File: config.mk
export PLATFORM = sky130hd
export DESIGN_NAME = ex_operand_stage
export DESIGN_NICKNAME = d
export VERILOG_FILES = /design/src/rtl/ex_operand_stage.sv
export SDC_FILE = /design/constraint.sdc
export NUM_CORES = 1
export LEC_CHECK = 0
export CAP_MARGIN = 20
export CELL_PAD_IN_SITES_DETAIL_PLACEMENT = 1
export CELL_PAD_IN_SITES_GLOBAL_PLACEMENT = 1
export CORE_AREA = 3 3 233 235
export DETAILED_ROUTE_END_ITERATION = 6
export DIE_AREA = 0 0 236 238
export PLACE_DENSITY_LB_ADDON = 0.08
export SLEW_MARGIN = 20
export SYNTH_ARGS = -nofsm -noshare
export SYNTH_HDL_FRONTEND = slang
export SYNTH_SLANG_ARGS = --single-unit
File: constraint.sdc
create_clock -name clk -period 3.8 [get_ports clk]
set_clock_uncertainty 0.2 [all_clocks]
set_input_delay 0.76 -clock clk [delete_from_list [all_inputs] [get_ports clk]]
set_output_delay 0.76 -clock clk [all_outputs]
set_load 0.02 [all_outputs]
File: src/rtl/ex_operand_stage.sv
// ID/EX stage register with EX-side operand forwarding, load-use hazard detection and a saturating stall counter.
// One cycle from capture to EX. stall_if_id asks upstream to hold IF/ID while a bubble is inserted.
module ex_operand_stage #(
  parameter int XLEN = 64
) (
  input  logic            clk,
  input  logic            reset,
  input  logic            id_valid,
  input  logic [4:0]      id_rs1,
  input  logic [4:0]      id_rs2,
  input  logic [4:0]      id_rd,
  input  logic [XLEN-1:0] id_rdata1,
  input  logic [XLEN-1:0] id_rdata2,
  input  logic [XLEN-1:0] id_imm,
  input  logic            id_alusrc,
  input  logic [2:0]      id_aluop,
  input  logic            id_regwrite,
  input  logic            id_memread,
  input  logic            id_memwrite,
  input  logic            id_branch,
  input  logic            flush,
  input  logic            mem_regwrite,
  input  logic [4:0]      mem_rd,
  input  logic [XLEN-1:0] mem_aluresult,
  input  logic            wb_regwrite,
  input  logic [4:0]      wb_rd,
  input  logic [XLEN-1:0] wb_wdata,
  output logic            stall_if_id,
  output logic            ex_valid,
  output logic [2:0]      ex_aluop,
  output logic [XLEN-1:0] ex_in1,
  output logic [XLEN-1:0] ex_in2,
  output logic [XLEN-1:0] ex_store_data,
  output logic [4:0]      ex_rd,
  output logic            ex_regwrite,
  output logic            ex_memread,
  output logic            ex_memwrite,
  output logic            ex_branch,
  output logic [31:0]     stall_count
);

  logic            valid_q, valid_d;
  logic [4:0]      rs1_q, rs1_d, rs2_q, rs2_d, rd_q, rd_d;
  logic [XLEN-1:0] rdata1_q, rdata1_d, rdata2_q, rdata2_d, imm_q, imm_d;
  logic            alusrc_q, alusrc_d;
  logic [2:0]      aluop_q, aluop_d;
  logic            regwrite_q, regwrite_d, memread_q, memread_d;
  logic            memwrite_q, memwrite_d, branch_q, branch_d;
  logic [31:0]     stall_count_q, stall_count_d;

  logic            hazard;
  logic            capture;
  logic [XLEN-1:0] fwd_rs1, fwd_rs2;

  always_comb begin
    hazard = valid_q & memread_q & (rd_q != 5'd0) & id_valid &
             ((rd_q == id_rs1) | ((rd_q == id_rs2) & (~id_alusrc | id_memwrite)));
    stall_if_id = hazard & ~flush;
    capture = id_valid & ~flush & ~hazard;
  end

  // Anything other than a clean capture loads an all-zero bubble.
  always_comb begin
    valid_d    = 1'b0;
    rs1_d      = '0;
    rs2_d      = '0;
    rd_d       = '0;
    rdata1_d   = '0;
    rdata2_d   = '0;
    imm_d      = '0;
    alusrc_d   = 1'b0;
    aluop_d    = '0;
    regwrite_d = 1'b0;
    memread_d  = 1'b0;
    memwrite_d = 1'b0;
    branch_d   = 1'b0;
    if (capture) begin
      valid_d    = 1'b1;
      rs1_d      = id_rs1;
      rs2_d      = id_rs2;
      rd_d       = id_rd;
      imm_d      = id_imm;
      alusrc_d   = id_alusrc;
      aluop_d    = id_aluop;
      regwrite_d = id_regwrite;
      memread_d  = id_memread;
      memwrite_d = id_memwrite;
      branch_d   = id_branch;
      // Write-through so the register file needs no write-before-read.
      rdata1_d = (wb_regwrite && wb_rd != 5'd0 && wb_rd == id_rs1) ? wb_wdata : id_rdata1;
      rdata2_d = (wb_regwrite && wb_rd != 5'd0 && wb_rd == id_rs2) ? wb_wdata : id_rdata2;
    end
  end

  always_comb begin
    stall_count_d = stall_count_q;
    if (stall_if_id && stall_count_q != 32'hFFFF_FFFF) begin
      stall_count_d = stall_count_q + 32'd1;
    end
  end

  always_ff @(posedge clk) begin
    if (reset) begin
      valid_q       <= 1'b0;
      rs1_q         <= '0;
      rs2_q         <= '0;
      rd_q          <= '0;
      rdata1_q      <= '0;
      rdata2_q      <= '0;
      imm_q         <= '0;
      alusrc_q      <= 1'b0;
      aluop_q       <= '0;
      regwrite_q    <= 1'b0;
      memread_q     <= 1'b0;
      memwrite_q    <= 1'b0;
      branch_q      <= 1'b0;
      stall_count_q <= '0;
    end else begin
      valid_q       <= valid_d;
      rs1_q         <= rs1_d;
      rs2_q         <= rs2_d;
      rd_q          <= rd_d;
      rdata1_q      <= rdata1_d;
      rdata2_q      <= rdata2_d;
      imm_q         <= imm_d;
      alusrc_q      <= alusrc_d;
      aluop_q       <= aluop_d;
      regwrite_q    <= regwrite_d;
      memread_q     <= memread_d;
      memwrite_q    <= memwrite_d;
      branch_q      <= branch_d;
      stall_count_q <= stall_count_d;
    end
  end

  // MEM beats WB; x0 is never forwarded.
  always_comb begin
    if (mem_regwrite && mem_rd != 5'd0 && mem_rd == rs1_q)     fwd_rs1 = mem_aluresult;
    else if (wb_regwrite && wb_rd != 5'd0 && wb_rd == rs1_q)   fwd_rs1 = wb_wdata;
    else                                                       fwd_rs1 = rdata1_q;
    if (mem_regwrite && mem_rd != 5'd0 && mem_rd == rs2_q)     fwd_rs2 = mem_aluresult;
    else if (wb_regwrite && wb_rd != 5'd0 && wb_rd == rs2_q)   fwd_rs2 = wb_wdata;
    else                                                       fwd_rs2 = rdata2_q;
  end

  assign ex_valid      = valid_q;
  assign ex_aluop      = aluop_q;
  assign ex_in1        = fwd_rs1;
  assign ex_in2        = alusrc_q ? imm_q : fwd_rs2;
  assign ex_store_data = fwd_rs2;
  assign ex_rd         = rd_q;
  assign ex_regwrite   = regwrite_q;
  assign ex_memread    = memread_q;
  assign ex_memwrite   = memwrite_q;
  assign ex_branch     = branch_q;
  assign stall_count   = stall_count_q;

endmodule

After elaboration in Yosys (flattened, before gate mapping)
Index checks and enable logic that the tools add are counted.
{"block": "totals", "register_bits": 248, "latch_bits": 0, "ram_bits": 0, "mem_bits_ro": 0, "input_bits": 359, "output_inout_bits": 238, "wordCells": 59, "mem_count": 0}
{"block": "classes", "n_addsub": 1, "mul": 0, "div_mod_pow": 0, "magnitude_cmp": 0, "eq_ne": 9, "shifts": 0, "mux": 8, "bitwise": 14, "reduce_logical": 13}
{"operator": "$mux 64", "n": 7}
{"operator": "$eq 5x5->1", "n": 8}
{"operator": "$add 32x1->32 const B", "n": 1}
{"operator": "$ne 32x32->1 const B", "n": 1}
{"operator": "$reduce_bool 5->1", "n": 3}
{"operator": "$logic_and 1x1->1", "n": 9}
{"operator": "$and 1x1->1", "n": 8}
{"operator": "$not 1->1", "n": 4}
{"operator": "$or 1x1->1", "n": 2}
{"operator": "$reduce_or 2->1", "n": 1}
{"operator": "$mux 1", "n": 1}

Depth between registers and ports, before layout
{"block": "logic_depth", "depth_word": 9, "mapped_depth": 10, "ltp_nobuf": 7}

Worst setup path before layout
No wires, ideal clock.
{"block": "synth_path", "kind": "input-to-output", "from": "input wb_rd[2]", "to": "output ex_in2[10]", "arrival_time_ps": 2788, "required_ps": 2840, "slack_ps": 52, "path_stages": 8, "path_buffers": 2, "path_cell_list": "clkbuf_1 or4_1 o21a_1 nand3_2 buf_2 nand2_1 a31oi_1 mux2_2"}
{"block": "synth_via", "elab_chain_len": 6, "elab_cells_between_ends": 7, "classes_between": "eq/ne: 1; mux: 3; reduce/logical: 3"}
{"item": "start: declaration", "line_no": "26", "rtl": "input logic [4:0] wb_rd,"}
{"item": "$reduce_bool 5->1", "line_no": "142", "rtl": "else if (wb_regwrite && wb_rd != 5'd0 && wb_rd == rs2_q) fwd_rs2 = wb_wdata;"}
{"item": "$logic_and 1x1->1", "line_no": "142"}
{"item": "$logic_and 1x1->1 (*)", "line_no": "142"}
{"item": "$mux 64 (*)", "line_no": "142"}
{"item": "$mux 64 (*)", "line_no": "141", "rtl": "if (mem_regwrite && mem_rd != 5'd0 && mem_rd == rs2_q) fwd_rs2 = mem_aluresult;"}
{"item": "via ex_store_data[10]", "line_no": "33", "rtl": "output logic [XLEN-1:0] ex_store_data,"}
{"item": "$mux 64 (*)", "line_no": "149", "rtl": "assign ex_in2 = alusrc_q ? imm_q : fwd_rs2;"}
{"item": "end: declaration", "line_no": "32", "rtl": "output logic [XLEN-1:0] ex_in2,"}
The timed path passes the listed nets; every way through them passes the cells marked *.

Worst setup path in the final report
{"block": "layout_path", "from": "input wb_rd[1]", "to": "output ex_in2[33]"}
{"block": "layout_via", "elab_chain_len": 6, "elab_cells_between_ends": 7, "classes_between": "eq/ne: 1; mux: 3; reduce/logical: 3"}
{"item": "$reduce_bool 5->1", "line_no": "142"}
{"item": "$logic_and 1x1->1", "line_no": "142"}
{"item": "$logic_and 1x1->1 (*)", "line_no": "142"}
{"item": "$mux 64 (*)", "line_no": "142"}
{"item": "$mux 64 (*)", "line_no": "141"}
{"item": "$mux 64 (*)", "line_no": "149"}
Every way passes the cells marked *; elsewhere a longest branch is shown, timed or not.

==> impl_results.md <==
- Fin area: 0.0231 mm^2
- Placed insts: a little under 3000
- Clock Tree Root: clkbuf_16
- First-pass GRT wire length: 100000 um
- # Max-Cap Violations: 0
- Port bufs: around 600
- CP Cell Sequence: buf_8, or4_4, o21a_4, and3_4, buf_12, buf_12, buf_16, nand2_4, a31oi_4, mux2_4, buf_6
- Post-route ant nets: 0
- Die H: between 200 and 250 um
- Detail Route met2 WL: between 30000 and 40000 um
- R2R Setup Slk: slightly above 1 ns
- Sequential cell area fraction in the yosys report: between 40% and 50%
- Arrival time at the worst endpoint: 2.91 ns
- Hold Path Stages: 2
- Min Hold Slack: slightly above 0.3 ns
- Hold WC Path Type: reg -> reg
- Die Area: approximately 0.056 mm^2
- Commonest non-fill, non-tap cell in the layout: nand2_1
- GPL Wtd Cong: about 0.83
- Placed Area: about 0.02 mm^2
- CP max stage cell: or4_4
- Met3 WL post-DR: around 4300 um
- Syn Area/Cell: 7.71 um^2
- Design Power: approximately 0.0072 W
- Clock Tree Buf Depth: 3
- Num rows: 84
- Cells on worst reg2reg path: 7
- Worst Path Class, Setup: in -> out
- Setup violators final: 7
- Post-synthesis cell count: approximately 1600
- Slew headroom: between 60% and 70%
- DRT Pass-1 Iters: 4
- Worst Tran Pin Value: about 0.58 ns
- Io pins: between 500 and 600
- DR vias: between 10000 and 15000
- Remaining DRCs: 0
- DR iter-0 viols: about 480
- Most frequent CP cell: buf_12
- Multi-input gate area: ~0.0081 mm^2
- Failing checks: setup timing
- RSZ-0062 raised after global routing: true
- Post-Syn Area: between 0.01 and 0.015 mm^2
- Tcrit/Tclk final: 102%
- Most frequent cells in the layout: 412 x nand2_1, 392 x clkdlybuf4s50_1, 244 x dfxtp_1
- Lkg Pwr: 9.09 nW
- # H-tree levels: 2
- R2r startpoint: stall_count[0]
- Cell variety after synth: 42
- Core Box Area: about 0.052 mm^2
- Main synth FF type: dfxtp_1
- Dpl hpwl: ~49000 um
- PD cells: 313 mW/mm^2
- Post-layout minimum cycle time: about 3.9 ns
- Fmax: around 260 MHz
- Routed WL: 69200 um
- Remaining global-route overflow: 0
- Pre-CTS setup slack: -1.10 ns
- Area delta synth->final: 88.9%
- Synth Warn #: 0
- Layout cells sized above 1: between 20% and 30%
- CTS Hold Bufs: 0
- Fin. Hold Viols: 0
- Layout Nets: 2658
- Number of fill cells: 6007
- Post-route worst setup slack: -0.0671 ns
- Worst hold path startpoint: stall_count[31]
- Register area: just under 0.005 mm^2
- Initial antenna violation count: 24
- Largest net degree at the start of global routing: 59
- Chip width: about 240 um
- Outcome: finished with violations
- Post-synth EDFFs: 0
- Worst EP required: about 2.8 ns
- Reg2reg end: stall_count[1]
- Slew Limit Fails: 0
- Crit end category: primary output
- Drt via density: 4.73
- Max Used Layer: met5
- Worst-path maximum fanout: 8
- Post-Layout Cell Count: 3019
- Async SR Flop Fraction: 0%
- Yosys reg bits: around 250
- M1 WL: around 29000 um
- Tot GR Track Use: a little under a quarter
- Clock edge transition at the registers on the reported setup and hold paths: ~0.05 ns
- CTS tree: built
- Total CTS buffers: 35
- Syn Nets: ~2000
- Max incr delay on CP: 0.54 ns
- Startpoint Class: input pin
- Worst-skew pair later-pin latency: between 0.5 and 0.6 ns
- Starting density of the core: between 20% and 30%
- Routed WL per cell: approximately 23 um
- Clock sink count: 248
- Hold Path Sink: stall_count[31]
- Max VDD drop: 0.289 mV
- Number of global-route vias before repair: around 15000
[state kept, by name, indices dropped and copies added (netlist names)]
signal	cells
ex_aluop	3
alusrc_q	1
rs1_q	5
rs2_q	5
ex_rd	5
ex_regwrite	1
rdata2_q	64
ex_memwrite	1
ex_memread	1
ex_branch	1
imm_q	64
rdata1_q	64
stall_count	32
ex_valid	1
[critical path: cells and delay by family]
family          cells  cell delay (ns)
mux                 1             0.29
compound gates      2             0.33
simple gates        3             0.84
buf+inv             5             0.66
[where the power goes]
part | total [W] | internal [W] | switching, W
clock network | 0.00322 | 0.00195 | 0.00128
registers | 0.00269 | 0.00266 | 0.0000234
logic | 0.00132 | 0.000726 | 0.000589
[per-layer routing]
layer | vias up | global-route usage (%)
met2 | 361 | 41.6
met1 | 6976 | 27.9
met3 | 103 | 6.55
li1 | 6808 | -
met5 | - | 0
met4 | 26 | 5.94
[cells in the mapped netlist, types with 2 or more instances]
| cell type | instances | area (um^2) |
|---|---|---|
| nor3_1 | 2 | 10.0 |
| and4_1 | 3 | 26.3 |
| inv_1 | 6 | 22.5 |
| nand4_1 | 11 | 68.8 |
| clkbuf_1 | 70 | 263 |
| a21oi_1 | 152 | 761 |
| buf_2 | 36 | 180 |
| and3_1 | 7 | 43.8 |
| and2_1 | 86 | 538 |
| xnor2_1 | 25 | 219 |
| o21ai_1 | 7 | 35.0 |
| nand3_1 | 12 | 60.1 |
| nand2b_1 | 2 | 12.5 |
| nor2_1 | 77 | 289 |
| o211ai_1 | 2 | 15.0 |
| buf_6 | 7 | 78.8 |
| a31oi_1 | 64 | 400 |
| mux2i_1 | 65 | 651 |
| nor4_1 | 7 | 43.8 |
| buf_1 | 3 | 11.3 |
| dfxtp_1 | 248 | 4960 |
| xor2_1 | 18 | 158 |
| nand2_1 | 470 | 1760 |
| o21ai_0 | 77 | 385 |
| nand3_2 | 2 | 20.0 |
| or4_1 | 18 | 135 |
| nor2b_1 | 4 | 25.0 |
| or3_1 | 18 | 113 |
| o31ai_1 | 9 | 67.6 |
| mux2_2 | 66 | 743 |
[how the worst max path moves through the flow]
stage | slack (ns) | end | cells after the start | from
after floorplan | 0.05 | ex_in2[10] | 8 | wb_rd[2]
after global placement | -1.05 | ex_in2[16] | 11 | wb_rd[2]
after detailed placement | -1.10 | ex_in2[16] | 11 | wb_rd[2]
after CTS | -0.13 | ex_in2[45] | 9 | mem_rd[2]
after global routing | -0.11 | ex_in2[33] | 11 | wb_rd[1]
final | -0.07 | ex_in2[33] | 11 | wb_rd[1]
[layout make-up]
class / count / area share [%]
multi-input combinational: 1213 / 35.2
tap: 688 / 3.73
timing repair buffer: 793 / 34.6
clock inverter: 3 / 0.0650
clock buffer: 56 / 4.71
antenna: 11 / 0.119
sequential: 248 / 21.5
inverter: 7 / 0.114
[kinds of logic after synthesis]
| logic type | count (synthesis) | share of synthesized area [%] |
|---|---|---|
| flops | 248 | 40.6 |
| simple gates | 724 | 26.2 |
| xor+xnor | 43 | 3.08 |
| compound gates | 314 | 13.8 |
| fa+ha+maj | 1 | 0.102 |
| mux | 131 | 11.4 |
| buf+inv | 125 | 4.76 |
[repair_timing]
| item | in CTS | in global routing |
|---|---|---|
| cloned | 16 | 3 |
| gates resized for setup | 970 | 233 |
| pin swaps | 30 | 48 |
| buffers inserted | 24 | 15 |
| setup endpoints to repair | 192 | 144 |
[stage by stage]
step | TNS [ns] | util, %
after detailed placement | -165.64 | 38.2
after global routing | -1.29 | 44.0
after global placement | -159.17 | 38.2
final | -0.327 | 44.0
after CTS | -2.53 | 42.6
after floorplan | 0 | -
Power figures use the tool's default switching activity.
